==> src/rtl/tr_pulse_pkg.sv <==
// Shared types and helpers for the multi-channel step-pulse generator.
package tr_pulse_pkg;

  // Per-channel operating state.
  typedef enum logic [1:0] {
    IDLE  = 2'd0,
    RUN   = 2'd1,
    AUTO  = 2'd2,
    BURST = 2'd3
  } state_e;

  // Shortest usable period: guarantees a high time of at least one cycle.
  localparam int unsigned MIN_PERIOD = 4;

  // Raise too-short periods to MIN_PERIOD.
  function automatic logic [31:0] clamp_period(input logic [31:0] p);
    return (p < MIN_PERIOD) ? 32'(MIN_PERIOD) : p;
  endfunction

endpackage

==> src/rtl/tr_pulse_ch.sv <==
// One step-pulse channel: mode FSM, period/shadow registers, period and
// burst counters, registered output with live polarity.
module tr_pulse_ch
  import tr_pulse_pkg::*;
#(
  parameter int SIZE       = 16,
  parameter int CNT_W      = 16,
  parameter int DEF_PERIOD = 2000
) (
  input  logic             clk,
  input  logic             rst,
  input  logic             en,
  input  logic             d_v,
  input  logic [SIZE-1:0]  period_in,
  input  logic [CNT_W-1:0] burst_len,
  input  logic             invert,
  input  logic             start,
  input  logic             start_n,
  input  logic             avto,
  input  logic             stop,
  output logic             drv_pulse,
  output logic             busy,
  output logic             done
);

  localparam logic [SIZE-1:0] DEF_P_CLAMPED = SIZE'(clamp_period(32'(DEF_PERIOD)));

  state_e           r_state;
  state_e           w_state_nxt;
  logic [SIZE-1:0]  r_cnt;
  logic [SIZE-1:0]  r_period;
  logic [SIZE-1:0]  r_shadow;
  logic [CNT_W-1:0] r_rem;
  logic             r_step;
  logic             r_out;
  logic             r_done;

  logic             w_p_end;
  logic             w_abort;
  logic             w_enter;
  logic [SIZE-1:0]  w_enter_p;
  logic             w_zero_burst;
  logic             w_burst_end;
  logic             w_step_nxt;

  // Period end only counts while the global enable lets the counter move.
  assign w_p_end = en && (r_cnt == (r_period - SIZE'(1)));

  // Next-state decode: stop always wins, entry only from IDLE while enabled.
  always_comb begin
    w_state_nxt  = r_state;
    w_abort      = 1'b0;
    w_enter      = 1'b0;
    w_enter_p    = r_period;
    w_zero_burst = 1'b0;
    w_burst_end  = 1'b0;
    case (r_state)
      IDLE: begin
        if (!stop && en) begin
          if (avto) begin
            w_state_nxt = AUTO;
            w_enter     = 1'b1;
            w_enter_p   = SIZE'(clamp_period(32'(r_shadow)));
          end else if (start) begin
            w_state_nxt = RUN;
            w_enter     = 1'b1;
            w_enter_p   = DEF_P_CLAMPED;
          end else if (start_n) begin
            if (burst_len == '0) begin
              // Empty burst: report completion without ever leaving IDLE.
              w_zero_burst = 1'b1;
            end else begin
              w_state_nxt = BURST;
              w_enter     = 1'b1;
              w_enter_p   = SIZE'(clamp_period(32'(period_in)));
            end
          end
        end
      end
      RUN: begin
        if (stop) begin
          w_state_nxt = IDLE;
          w_abort     = 1'b1;
        end
      end
      AUTO: begin
        if (stop || !avto) begin
          w_state_nxt = IDLE;
          w_abort     = 1'b1;
        end
      end
      BURST: begin
        if (stop) begin
          w_state_nxt = IDLE;
          w_abort     = 1'b1;
        end else if (w_p_end && (r_rem == CNT_W'(1))) begin
          w_state_nxt = IDLE;
          w_burst_end = 1'b1;
        end
      end
      default: w_state_nxt = IDLE;
    endcase
  end

  // State register.
  always_ff @(posedge clk) begin
    if (rst) r_state <= IDLE;
    else     r_state <= w_state_nxt;
  end

  // Period counter, active period, shadow period and burst remainder.
  always_ff @(posedge clk) begin
    if (rst) begin
      r_cnt    <= '0;
      r_period <= DEF_P_CLAMPED;
      r_shadow <= SIZE'(DEF_PERIOD);
      r_rem    <= '0;
    end else begin
      if (d_v) r_shadow <= period_in;
      if (w_abort || w_burst_end) begin
        r_cnt <= '0;
        r_rem <= '0;
      end else if (w_enter) begin
        r_cnt    <= '0;
        r_period <= w_enter_p;
        r_rem    <= burst_len;
      end else if ((r_state != IDLE) && en) begin
        if (w_p_end) begin
          r_cnt <= '0;
          // A period word arriving at the boundary itself still takes effect now.
          if (r_state == AUTO)
            r_period <= SIZE'(clamp_period(32'(d_v ? period_in : r_shadow)));
          if (r_state == BURST) r_rem <= r_rem - CNT_W'(1);
        end else begin
          r_cnt <= r_cnt + SIZE'(1);
        end
      end
    end
  end

  // Step is cleared immediately on abort and frozen while disabled.
  assign w_step_nxt = w_abort ? 1'b0 :
                      (en ? ((r_state != IDLE) && (r_cnt < (r_period >> 2))) : r_step);

  // Output register: polarity follows invert every cycle; done is a 1-cycle strobe.
  always_ff @(posedge clk) begin
    if (rst) begin
      r_step <= 1'b0;
      r_out  <= 1'b0;
      r_done <= 1'b0;
    end else begin
      r_step <= w_step_nxt;
      r_out  <= w_step_nxt ^ invert;
      r_done <= w_burst_end | w_zero_burst;
    end
  end

  assign drv_pulse = r_out;
  assign busy      = (r_state != IDLE);
  assign done      = r_done;

endmodule

==> src/rtl/tr_pulse_multi.sv <==
// Multi-channel step-pulse generator for the stepper-motor drivers:
// CH independent channels sharing the enable and period-valid strobe.
module tr_pulse_multi
  import tr_pulse_pkg::*;
#(
  parameter int CH         = 2,
  parameter int SIZE       = 16,
  parameter int CNT_W      = 16,
  parameter int DEF_PERIOD = 2000
) (
  input  logic                clk,
  input  logic                rst,
  input  logic                drv_en_SM,
  input  logic                d_v,
  input  logic [CH*SIZE-1:0]  period_in,
  input  logic [CH*CNT_W-1:0] burst_len,
  input  logic [CH-1:0]       invert,
  input  logic [CH-1:0]       start,
  input  logic [CH-1:0]       start_n,
  input  logic [CH-1:0]       avto,
  input  logic [CH-1:0]       stop,
  output logic [CH-1:0]       drv_pulse,
  output logic [CH-1:0]       busy,
  output logic [CH-1:0]       done
);

  for (genvar k = 0; k < CH; k++) begin : g_ch
    tr_pulse_ch #(
      .SIZE      (SIZE),
      .CNT_W     (CNT_W),
      .DEF_PERIOD(DEF_PERIOD)
    ) u_ch (
      .clk      (clk),
      .rst      (rst),
      .en       (drv_en_SM),
      .d_v      (d_v),
      .period_in(period_in[k*SIZE +: SIZE]),
      .burst_len(burst_len[k*CNT_W +: CNT_W]),
      .invert   (invert[k]),
      .start    (start[k]),
      .start_n  (start_n[k]),
      .avto     (avto[k]),
      .stop     (stop[k]),
      .drv_pulse(drv_pulse[k]),
      .busy     (busy[k]),
      .done     (done[k])
    );
  end

endmodule

==> config.mk <==
export PLATFORM = sky130hd
export DESIGN_NAME = tr_pulse_multi
export DESIGN_NICKNAME = d
export VERILOG_FILES = /design/src/rtl/tr_pulse_pkg.sv /design/src/rtl/tr_pulse_ch.sv /design/src/rtl/tr_pulse_multi.sv
export SDC_FILE = /design/constraint.sdc
export NUM_CORES = 1
export LEC_CHECK = 0
export BUFFER_PORTS_ARGS = -buffer_cell sky130_fd_sc_hd__buf_2
export CAP_MARGIN = 10
export CORE_ASPECT_RATIO = 0.5
export CORE_MARGIN = 2
export CORE_UTILIZATION = 50
export DETAILED_ROUTE_END_ITERATION = 10
export MAX_ROUTING_LAYER = met4
export PLACE_DENSITY = 0.67
export SLEW_MARGIN = 0
export SYNTH_ARGS = -nofsm -noshare
export SYNTH_HDL_FRONTEND = slang
export SYNTH_SLANG_ARGS = --single-unit
==> constraint.sdc <==
create_clock -name clk -period 5.3 [get_ports clk]
set_input_delay 0 -clock clk [delete_from_list [all_inputs] [get_ports clk]]
set_output_delay 0 -clock clk [all_outputs]
set_load 0.01 [all_outputs]
======== After elaboration in Yosys (flattened, before gate mapping) ========
Index checks and enable logic that the tools add are counted.
Widths: inputs -> output; s select.
storage, ports and cells
  input bits .............................. 78
  logic and storage cells ................. 208
  register bits after elaboration ......... 138
  output and inout bits ................... 6
operators by class
  magnitude comparators ................... 8
  bitwise logic cells ..................... 6
  reductions and logical operators ........ 44
  add/subtract/negate cells ............... 6
  equal/unequal tests ..................... 30
  muxes and demuxes ....................... 98
operators with widths
  operator               count
  $mux 16                38
  $lt 16x3->1 const B    4
  $lt 32x3->1 const B    2
  $sub 16x1->16 const B  4
  $mux 1                 38
  $mux 2                 18
  $add 16x1->16 const B  2
  $eq 16x1->1 const B    2
  $eq 16x16->1           2
  $logic_not 16->1       2
  $lt 16x14->1           2
  $ne 4x4->1 const B     8
  $reduce_bool 2->1      10
  $pmux 2 s4             2
  $reduce_and 8->1       2
  $ne 2x2->1 const B     6
  $reduce_and 6->1       2
  $logic_and 1x1->1      10
  $eq 2x2->1 const B     4
  $ne 2x1->1 const B     4
  $reduce_or 2->1        4
  $ne 3x2->1 const B     2
  $reduce_and 3->1       2
  $reduce_or 3->1        2
  8 further kinds        20

======== Longest topological paths before layout ========
Gate-level depths: netlist of the first run.
  word-level depth ........................ 10
  gate-level depth with buffers ........... 13
  gate-level depth less buffers ........... 10

======== Cells and area by module ========
A second synthesis of the first run with hierarchy kept.
unflattened totals
  cell total of the unflattened synthesis .. 1138
  area total of the unflattened synthesis .. 9476.6 µm²
by module, submodules not included
  module       instances  cells each  area each (µm²)  sequential area each (µm²)
  tr_pulse_ch  2          569         4738.3           1381.3

======== Worst setup path after synthesis of the first run ========
Ideal clock, no wire load.
  kind .................................... register to register
  start ................................... register g_ch[0].u_ch.r_period[0]
  end ..................................... register g_ch[0].u_ch.r_period[10]
  setup slack ............................. 1.972 ns
  data arrival time ....................... 3.208 ns
  setup time .............................. 0.120 ns
  buffers on the path ..................... 3
  period minus slack after synthesis ...... 3.328 ns
  stages on the path, launching flop included .. 14
  cells stage by stage .................... dfxtp_1 inv_1 ha_1 nor4b_2 nand2_1 xnor2_1 or4_1 or4_4 o31a_1 buf_6 or2_1 buf_6 buf_6 a211o_1
on the way
  cells in the longest elaborated chain, start to end .. 10
  elaborated cells on any way between the ends .. 11
RTL lines
  item                          RTL line            RTL
  from (decl)                   tr_pulse_ch.sv:31   logic [SIZE-1:0] r_period;
  from (signal assigned)        tr_pulse_ch.sv:125  r_period <= w_enter_p;
  from (signal assigned)        tr_pulse_ch.sv:132  r_period <= SIZE'(clamp_period(32'(d_v ? period_in : r_shadow)));
  $sub 16x1->16 *               tr_pulse_ch.sv:47   assign w_p_end = en && (r_cnt == (r_period - SIZE'(1)));
  $eq 16x16->1 *                tr_pulse_ch.sv:47
  $logic_and 1x1->1 *           tr_pulse_ch.sv:47
  $logic_and 1x1->1             tr_pulse_ch.sv:96   end else if (w_p_end && (r_rem == CNT_W'(1))) begin
  $mux 1                        tr_pulse_ch.sv:96
  $mux 1                        tr_pulse_ch.sv:93   if (stop) begin
  $mux 1                        tr_pulse_ch.sv:57   case (r_state)
  $logic_or 1x1->1              tr_pulse_ch.sv:120  if (w_abort || w_burst_end) begin
  $not 1->1 (no line)           -
  $reduce_and 8->1 (no line) *  -
Mark *: on every way between the ends. The rest lies on a longest branch, timed or not.
A chain may end at the register's enable or synchronous reset.

======== Worst setup path in the final report of the first run ========
  start ................................... register g_ch[1].u_ch.r_period[0]
  end ..................................... register g_ch[1].u_ch.r_state[1]
on the way
  cells in the longest elaborated chain, start to end .. 6
RTL lines
  item                        RTL line            RTL
  from (decl)                 tr_pulse_ch.sv:31
  from (signal assigned)      tr_pulse_ch.sv:125
  from (signal assigned)      tr_pulse_ch.sv:132
  $sub 16x1->16               tr_pulse_ch.sv:47
  $eq 16x16->1                tr_pulse_ch.sv:47
  $logic_and 1x1->1           tr_pulse_ch.sv:47
  $logic_and 1x1->1           tr_pulse_ch.sv:96
  $ne 3x2->1 (no line)        -
  $reduce_and 6->1 (no line)  -
  to (signal assigned)        tr_pulse_ch.sv:108  else r_state <= w_state_nxt;
  to (decl)                   tr_pulse_ch.sv:28   state_e r_state;
Every way passes these cells.

==> metrics, run 1 <==
Worst-Skew Late Latency=430 ps; post-route setup TNS=0 ps; detailed-route wire length=22.9 mm; hold worst-path end=g_ch[0].u_ch.r_rem[4]$_SDFFE_PP0P_; Min-Delay Startpoint=burst_len[4]; DP Worst Slack=1330 ps; Reg-to-Reg End=g_ch[1].u_ch.r_state[1]$_SDFFE_PP0P_; largest net degree at the start of global routing=74; floorplan core area=16500 µm²; reg2reg path depth=11; vias in the first global route=7699; worst-margin pin slew=1090 ps; RR Startpoint=g_ch[1].u_ch.r_period[0]$_SDFFE_PP0P_; RePlAce Congestion=between 0.9 and 1; routed len/inst=16.2 µm; post-synthesis register bit count=138; Yosys cell types=75; GRT Total Usage=26.3%; cts bufs inserted=17; Leakage Power=between 0.004 and 0.005 µW; Fillers=1440; Die X-Extent=189 µm; mapped cell area=8520 µm²; clk_skew=9.69 ps; final worst setup slack=approximately 1100 ps; crit path kind=reg -> reg; CP max FO=12; I/O Buffers=83; Post-Syn Nets=1157; Slew headroom=27.1%; Warnings, synthesis=0; area delta synth->final=21.3%; Worst Path Arrival=4510 ps; crit-path cells=inv_1 -> ha_1 -> or4b_1 -> or4_1 -> a21oi_1 -> o21ai_1 -> a21oi_1 -> nand2_1 -> o211ai_1 -> a21oi_1 -> dlygate4sd3_1; status=finished clean; Hold Path Cell Cnt=3; Initial DRT Pass Iterations=5; Setup crit end kind=flop; sequential share of the synthesized area=between 30% and 40%; Mean Syn Cell Area=8.15 µm²; vias per inst=~5.8; Starting Density=around half; die area=between 15000 and 20000 µm²; RSZ-0062 raised after global routing=false; Max Fclk=0.239 GHz; placed cell area=9000 µm²; initial DRC count=412; Max Slew Vio Count=0; final hold viol count=0; Clk pin slew, worst setup/hold paths=60 ps; Crit path max-delay family=compound AO/OA/AOI/OAI gates; startpoint types=flop; number of nets with antenna violations after routing=0; Final HPWL DP=15.7 mm; clk sinks=138; Clock Tree Root=clkbuf_16; MaxCap Viol Count=0; Site Rows=33; Post-synth EDFFs=0; cell mode on critical path=a21oi_1; Max VDD drop=220 µV; power density over the cells=approximately 280 nW/µm²; TritonCTS clock tree=done; first-pass GRT wire length=37.1 mm; Req. time, crit path=5620 ps; fraction of registers with async set/reset=0%; hold slack=between 8 and 9 ps; global route overflow=0; Crit. path cell count=11; Slowest-stage cell, CP=a21oi_1; initial antenna violation count=0; crit path time final=4190 ps; Final period util=79.0%; H-tree levels=4; top_reg_cell synth=dfxtp_1; Ports=84; clk buf depth=2; share of layout cells above drive strength 1=12.0%; r2r setup slk=1110 ps; worst path bufs/invs=2; CP max stage delay=820 ps; final instance area=10300 µm²; hold crit path type=in -> reg; NumNets Final=between 1k and 1.5k; Post-CTS Setup Inserts=0; Residual DRC=0; final setup vio count=0; cell count after synthesis=around 1.0k; die height=96.3 µm; via count=roughly 8.2k
[worst max-delay path by stage]
stage                                                         to                                   from  slack, ps
after global placement       g_ch[1].u_ch.r_cnt[10]$_SDFFE_PP0P_  g_ch[1].u_ch.r_period[0]$_SDFFE_PP0P_       1510
after detailed placement      g_ch[1].u_ch.r_cnt[3]$_SDFFE_PP0P_  g_ch[1].u_ch.r_period[0]$_SDFFE_PP0P_       1330
final                       g_ch[1].u_ch.r_state[1]$_SDFFE_PP0P_  g_ch[1].u_ch.r_period[0]$_SDFFE_PP0P_       1110
after global routing        g_ch[1].u_ch.r_state[1]$_SDFFE_PP0P_  g_ch[1].u_ch.r_period[0]$_SDFFE_PP0P_        910
after floorplan           g_ch[0].u_ch.r_period[10]$_SDFFE_PP1P_  g_ch[0].u_ch.r_period[0]$_SDFFE_PP0P_       1970
after CTS                   g_ch[1].u_ch.r_state[1]$_SDFFE_PP0P_  g_ch[1].u_ch.r_period[0]$_SDFFE_PP0P_       1140
[kinds of logic after synthesis]
logic type	share of synthesized area, %
compound gates	20.3
simple gates	25.9
flops	32.4
fa+ha+maj	4.99
xor+xnor	7.27
buf+inv	5.35
mux	3.74
[registers in the layout, indices dropped and copies added, names as in the netlist]
signal,count
g_ch.u_ch.done,2
g_ch.u_ch.drv_pulse,2
g_ch.u_ch.r_cnt,32
g_ch.u_ch.r_period,32
g_ch.u_ch.r_rem,32
g_ch.u_ch.r_shadow,32
g_ch.u_ch.r_state,4
g_ch.u_ch.r_step,2
[cell type report]
type | instances | area (µm²) | share of cell area (%)
antenna | 1 | 2.50 | 0.0242
clock buffer | 21 | 450 | 4.36
clock inverter | 11 | 169 | 1.63
inverter | 49 | 184 | 1.78
multi-input combinational | 800 | 5310 | 51.4
sequential | 138 | 2760 | 26.7
tap | 227 | 284 | 2.75
timing repair buffer | 160 | 1170 | 11.3
[worst min-delay path, cell delays in order]
cell,delay (ps)
buf_2,100
o2bb2a_1,230
a21oi_1,60
[cells in the final DEF (no fill, tap or decap), types with 34 or more instances in the layout]
cell type	synthesis	final
dfxtp_1	138	138
nor2_1	128	128
nand2_1	58	58
inv_1	49	49
xnor2_1	35	35
dlygate4sd3_1	0	71
nor3_1	41	41
buf_2	4	83
ha_1	34	34
[power by group]
part           switching [µW]  leakage (µW)  internal (µW)
clock                     470      0.000290            800
combinational             244       0.00268            200
sequential               56.8       0.00113           1090
total                     771       0.00410           2090
[per-stage QoR]
stage	instances	util (%)	power, µW
final	1407	62.6	2860
after floorplan	1045	-	1450
after global placement	1303	54.5	1550
after CTS	1406	62.6	2870
after detailed placement	1303	54.5	1560
after global routing	1406	62.6	2970
[layer usage]
layer	share of wire, %	vias up	GRT usage (%)
li1	-	4085	-
met5	0	-	-
met4	2.1	0	9.38
met1	47	3861	32.0
met2	47	201	44.9
met3	4.1	37	4.41
[cell usage after synthesis (all sizes together), types with 3 or more instances]
master / n / area (µm²)
o21ai: 29 / 145
nand3: 30 / 150
a41oi: 3 / 26.3
nand2: 58 / 218
o31ai: 7 / 57.6
a21oi: 33 / 165
buf: 17 / 118
and4: 7 / 61.3
dfxtp: 138 / 2760
ha: 34 / 425
or3: 19 / 119
clkbuf: 41 / 154
a211o: 27 / 236
or3b: 3 / 26.3
xnor2: 35 / 307
or4: 8 / 63.8
and3: 15 / 93.8
nand4: 22 / 144
mux2i: 24 / 240
a31oi: 20 / 125
nor2b: 23 / 144
nand3b: 4 / 30.0
o31a: 5 / 43.8
nand2b: 10 / 62.6
o211ai: 7 / 57.6
o311ai: 5 / 43.8
a21o: 12 / 90.1
a22o: 7 / 61.3
nor2: 128 / 480
o22ai: 12 / 75.1
o21a: 4 / 30.0
nor4b: 4 / 41.3
and2: 9 / 56.3
nor4: 27 / 175
a2111oi: 3 / 26.3
nor3: 44 / 235
a211oi: 30 / 225
o21bai: 7 / 52.6
nor3b: 7 / 52.6
mux2: 7 / 78.8
or2: 3 / 18.8
xor2: 33 / 289
inv: 49 / 184
a311oi: 6 / 52.6
a221oi: 9 / 78.8
[repair_timing]
action                    CTS  global route
gates resized for setup     0             0
hold endpoints to repair   73             0
hold buffers               71             0
No activity file was read; power rests on OpenSTA's default activity.
==> run 2, diff against run 1 <==
ABC_AREA = 1   (was not set)
PLACE_DENSITY = 0.66   (was 0.67)
clock period = 4.2 ns   (was 5.3 ns; I/O delays follow)
==> run 2 against run 1 <==
- fmax is 33% higher
- highest routed layer unchanged
- die area up 23%
- clock skew is 0.72 ps lower
- largest cell class unchanged
==> metrics, run 2 <==
status=finished clean; Yosys cell types=45; crit path kind=reg -> reg; vias per inst=around 5.4; MaxCap Viol Count=0; number of nets with antenna violations after routing=0; placed cell area=10900 µm²; clk buf depth=2; Hold Path Cell Cnt=5; Starting Density=51.1%; crit path time final=around 3100 ps; first-pass GRT wire length=51.7 mm; clk_skew=8.97 ps; Non-Filler Instances=2106; clk sinks=about 140; cts bufs inserted=17; CP max FO=16; hold crit path type=in -> reg; Req. time, crit path=4550 ps; Reg-to-Reg End=g_ch[0].u_ch.r_cnt[13]$_SDFFE_PP0P_; Post-Syn Nets=1829; final instance area=12200 µm²; Clock Tree Root=clkbuf_16; DP Worst Slack=1170 ps; Synth area leader=dfxtp_1; Ports=84; top_reg_cell synth=dfxtp_1; I/O Buffers=83; initial DRC count=860; commonest non-fill, non-tap cell in the layout=nand2_1; top cells by count, synth=nand2_1, inv_1, nand3_1, nor2_1, dfxtp_1; largest net degree at the start of global routing=63; Die X-Extent=209 µm; Min-Delay Startpoint=period_in[12]; global route overflow=0; Mean Syn Cell Area=6.13 µm²; final setup vio count=0; H-tree levels=4; top-count cell post-synth=nand2_1; cell count after synthesis=between 1.5k and 2k; post-route setup TNS=0 ps; Slew headroom=33.4%; mapped cell area=10500 µm²; post-cts sizing count=0; Initial DRT Pass Iterations=8; Warnings, synthesis=0; vias in the first global route=~11k; r2r setup slk=1060 ps; sequential share of the synthesized area=26.2%; die area=22300 µm²; Post-synth EDFFs=0; reg2reg path depth=12; post-synthesis register bit count=138; Max VDD drop=260 µV; Total Power=between 4000 and 5000 µW; fraction of registers with async set/reset=0%; area delta synth->final=16.2%; NumNets Final=about 1.9k; worst-margin pin slew=997 ps; Setup crit end kind=flop; Residual DRC=0; Final period util=between 70% and 80%; largest cells by area after synthesis=dfxtp_1, nand2_1, nand3_1; floorplan core area=20600 µm²; Final HPWL DP=22.4 mm; Antenna Cells=0; die height=between 100 and 150 µm; Clk pin slew, worst setup/hold paths=about 60 ps; most frequent cells in the layout=nand2_1, inv_1, nor2_1, nand3_1, dfxtp_1; share of layout cells above drive strength 1=10.2%; final hold viol count=0; Max Slew Vio Count=0; RePlAce Congestion=0.952; Worst Path Arrival=between 3000 and 4000 ps; TritonCTS clock tree=done; placed cell count=2007; GRT Total Usage=roughly 30%; detailed-route wire length=31.2 mm; routed len/inst=14.8 µm; Yosys top cell area share=26.2%; final worst setup slack=1060 ps; Worst-Skew Late Latency=between 400 and 500 ps; RR Startpoint=g_ch[0].u_ch.r_period[0]$_SDFFE_PP0P_; startpoint types=flop; via count=11.5k; Leakage Power=0.00566 µW; power density over the cells=353 nW/µm²; Site Rows=37; hold worst-path end=g_ch[0].u_ch.r_shadow[12]$_SDFFE_PP0P_; Max Fclk=0.318 GHz; initial antenna violation count=0; RSZ-0062 raised after global routing=false
## run 2: where the power goes
group	switching, µW	internal, µW
clock network	622	969
registers	100	1400
logic	769	453
## run 2: timing repair
action	CTS	global route
hold buffers	67	0
buffers inserted	0	0
hold endpoints to repair	67	0
setup endpoints to repair	0	0
## run 2: cells by family (layout without fill, tap and decap cells)
group / count (synthesis) / count (layout) / synth area share, %
DFF: 138 / 138 / 26.2
muxes: 4 / 4 / 0.392
AOI/OAI and AO/OA: 262 / 262 / 13.0
buffers and inverters: 280 / 396 / 11.1
xor gates and xnor gates: 62 / 62 / 5.16
and+or+nand+nor: 937 / 937 / 40.0
adders and majority gates: 34 / 34 / 4.04
## run 2: worst max-delay path by stage
| stage | slack, ps | startpoint | end | cells after the start |
|---|---|---|---|---|
| final | 1060 | g_ch[0].u_ch.r_period[0]$_SDFFE_PP0P_ | g_ch[0].u_ch.r_cnt[13]$_SDFFE_PP0P_ | 12 |
| after global routing | 690 | g_ch[0].u_ch.r_period[0]$_SDFFE_PP0P_ | g_ch[0].u_ch.r_cnt[13]$_SDFFE_PP0P_ | 12 |
| after CTS | 1130 | g_ch[0].u_ch.r_period[0]$_SDFFE_PP0P_ | g_ch[0].u_ch.r_cnt[13]$_SDFFE_PP0P_ | 12 |
| after detailed placement | 1170 | g_ch[0].u_ch.r_period[0]$_SDFFE_PP0P_ | g_ch[0].u_ch.r_cnt[14]$_SDFFE_PP0P_ | 12 |
| after global placement | 1280 | g_ch[0].u_ch.r_period[0]$_SDFFE_PP0P_ | g_ch[0].u_ch.r_cnt[4]$_SDFFE_PP0P_ | 12 |
| after floorplan | 1940 | g_ch[1].u_ch.r_period[0]$_SDFFE_PP0P_ | g_ch[1].u_ch.r_period[3]$_SDFFE_PP0P_ | 13 |
## run 2: through the flow
stage / util, % / hold WS (ps)
after floorplan: - / 132
after global placement: 53.1 / 287
after detailed placement: 53.1 / 280
after CTS: 59.4 / 1.15
after global routing: 59.4 / 38.5
final: 59.4 / 27.5
## run 2: area by class of cell
class,instances,area (µm²)
clock buffer,23,508
clock inverter,9,110
fill,1994,8370
inverter,206,773
multi-input combinational,1299,6590
sequential,138,2760
tap,273,342
timing repair buffer,158,1150
## run 2: critical path, cell delays in order (launching register included)
cell      delay, ps
dfxtp_1         340
inv_2            80
ha_1            300
nand3_1         130
nor2_1          140
nand2_1          90
o21bai_1        220
a21oi_2         110
nand4_1         130
nor2_1           70
nor2_1          420
nand3_1         660
a21oi_1         340
## run 2: layer usage
layer	wire (µm)	up-vias	GRT usage, %
met5	0	-	-
met4	653	0	10.8
met3	1620	54	4.16
met2	14700	319	50.3
met1	14200	5254	35.8
li1	-	5836	-
==> run 3, diff against run 2 <==
clock period = 3.1 ns   (was 4.2 ns; I/O delays follow)
==> run 3 against run 2 <==
- clock skew increased by 2.6 ps
- sequential cell count did not move
- sequential power is 35% higher
- critical path depth is 2 higher
- die area is the same
- non-clock buffer count increased by 15
- setup slack worse by 820 ps
- wire length fell by 0.11%
- via count rose by 0.73%
- count of clock-buffer cells in the layout decreased by 5
==> metrics, run 3 (synthesis gave the netlist of run 2 again) <==
die area=~22000 µm²; final setup vio count=0; clk_skew=11.6 ps; Antenna Cells=0; TritonCTS clock tree=done; MaxCap Viol Count=0; routed len/inst=14.7 µm; global route overflow=0; crit path from=g_ch[1].u_ch.r_period[0]$_SDFFE_PP0P_; Final period util=92.4%; post-route setup TNS=0 ps; crit-path cells=inv_1 -> ha_1 -> nand3_2 -> nor2_2 -> nor2_1 -> nor2_2 -> nor2_2 -> nand2_1 -> nor2_1 -> nand4_1 -> nor2_2 -> nor2_2 -> nand3_2 -> a21oi_1; Worst Path Arrival=3220 ps; H-tree levels=4; clk buf depth=2; Min-Delay Startpoint=period_in[29]; largest net degree at the start of global routing=between 50 and 60; RR Startpoint=g_ch[1].u_ch.r_period[0]$_SDFFE_PP0P_; area delta synth->final=16.8%; initial antenna violation count=0; share of layout cells above drive strength 1=10.8%; Site Rows=37; I/O Buffers=between 80 and 90; final hold viol count=0; most frequent cells in the layout=nand2_1, inv_1, nor2_1, nand3_1, dfxtp_1; Req. time, crit path=3460 ps; Setup crit end kind=flop; vias per inst=5.44; Leakage Power=0.00571 µW; crit path kind=reg -> reg; vias in the first global route=around 11k; Worst-Skew Late Latency=around 450 ps; cell mode on critical path=nor2_2; hold slack=43.3 ps; Clock Tree Root=clkbuf_16; Final HPWL DP=22.5 mm; number of nets with antenna violations after routing=0; clk sinks=about 140; Ports=84; first-pass GRT wire length=roughly 52 mm; Die X-Extent=209 µm; cts bufs inserted=17; detailed-route wire length=between 30 and 40 mm; commonest non-fill, non-tap cell in the layout=nand2_1; Residual DRC=0; hold crit path type=in -> reg; Post-CTS Setup Inserts=0; power density over the cells=between 400 and 500 nW/µm²; floorplan core area=20600 µm²; die height=between 100 and 150 µm; Max Fclk=0.349 GHz; crit path time final=approximately 2900 ps; Max Slew Vio Count=0; Slowest-stage cell, CP=nor2_2; Clk pin slew, worst setup/hold paths=60 ps; placed cell area=11000 µm²; CP max FO=16; Initial DRT Pass Iterations=6; Starting Density=51.1%; GRT Total Usage=29.5%; final instance area=12300 µm²; RePlAce Congestion=0.963; Max VDD drop=338 µV; NumNets Final=roughly 1.9k; post-cts sizing count=0; via count=~12k; CP max stage delay=approximately 460 ps; status=finished clean; startpoint types=flop; RSZ-0062 raised after global routing=false; Total Power=5710 µW; Slew headroom=roughly 40%; initial DRC count=755; worst-margin pin slew=898 ps
-- run 3: cell count changes in the layout (fill, tap and decap cells not counted), sizes merged --
cell / before / now
buf: 91 / 104
bufinv: 2 / 1
clkbuf: 23 / 18
clkinv: 5 / 10
clkinvlp: 3 / 2
dlygate4sd3: 67 / 69
inv: 205 / 207
-- run 3: per-layer routing --
| layer | track usage (%) | part of all wire (%) | vias to the layer above |
|---|---|---|---|
| met5 | - | 0 | - |
| met4 | 7.40 | 1.2 | 0 |
| met3 | 6.27 | 5.9 | 39 |
| met2 | 49.1 | 47 | 329 |
| met1 | 36.7 | 46 | 5321 |
| li1 | - | - | 5858 |
-- run 3: final cells by class --
type                       instances  area [µm²]
tap                              273         342
timing repair buffer             173        1260
clock inverter                    14         123
sequential                       138        2760
inverter                         206         773
clock buffer                      18         439
multi-input combinational       1299        6590
fill                            2022        8300
-- run 3: repair_timing --
item / 4_1_cts / 5_1_grt
hold buffers: 69 / 0
endpoints found under the hold margin: 69 / 0
setup endpoints to repair: 0 / 0
-- run 3: worst max-delay path: cells and delay by family, from the launching register on --
family / cells / cell delay [ps]
AO/OA/AOI/OAI: 1 / 260
buffers and inverters: 1 / 120
flip-flops: 1 / 340
adder cells (fa/ha/maj): 1 / 270
AND/OR/NAND/NOR: 11 / 1790
-- run 3: stage by stage --
stage | cells | util, % | setup slack (ps)
after floorplan | 1717 | - | 836
after global placement | 2020 | 53.6 | 458
after detailed placement | 2020 | 53.6 | 263
after CTS | 2121 | 59.7 | 255
after global routing | 2121 | 59.7 | 0.591
final | 2121 | 59.7 | 236
-- run 3: power breakdown --
part / switching [µW] / leakage [µW] / internal [µW] / total (µW)
Clock: 886 / 0.000277 / 1130 / 2010
Combinational: 1040 / 0.00431 / 626 / 1670
Sequential: 138 / 0.00113 / 1900 / 2030
Total: 2060 / 0.00571 / 3650 / 5710
-- run 3: final timing paths --
kind                                       endpoint  slack (ps)  depth (start not counted)
min reg2reg   g_ch[1].u_ch.r_period[1]$_SDFFE_PP0P_         490                          2
max reg2reg      g_ch[1].u_ch.r_cnt[1]$_SDFFE_PP0P_         240                         14
min          g_ch[1].u_ch.r_shadow[13]$_SDFFE_PP0P_          40                          5
max              g_ch[1].u_ch.r_cnt[1]$_SDFFE_PP0P_         240                         14
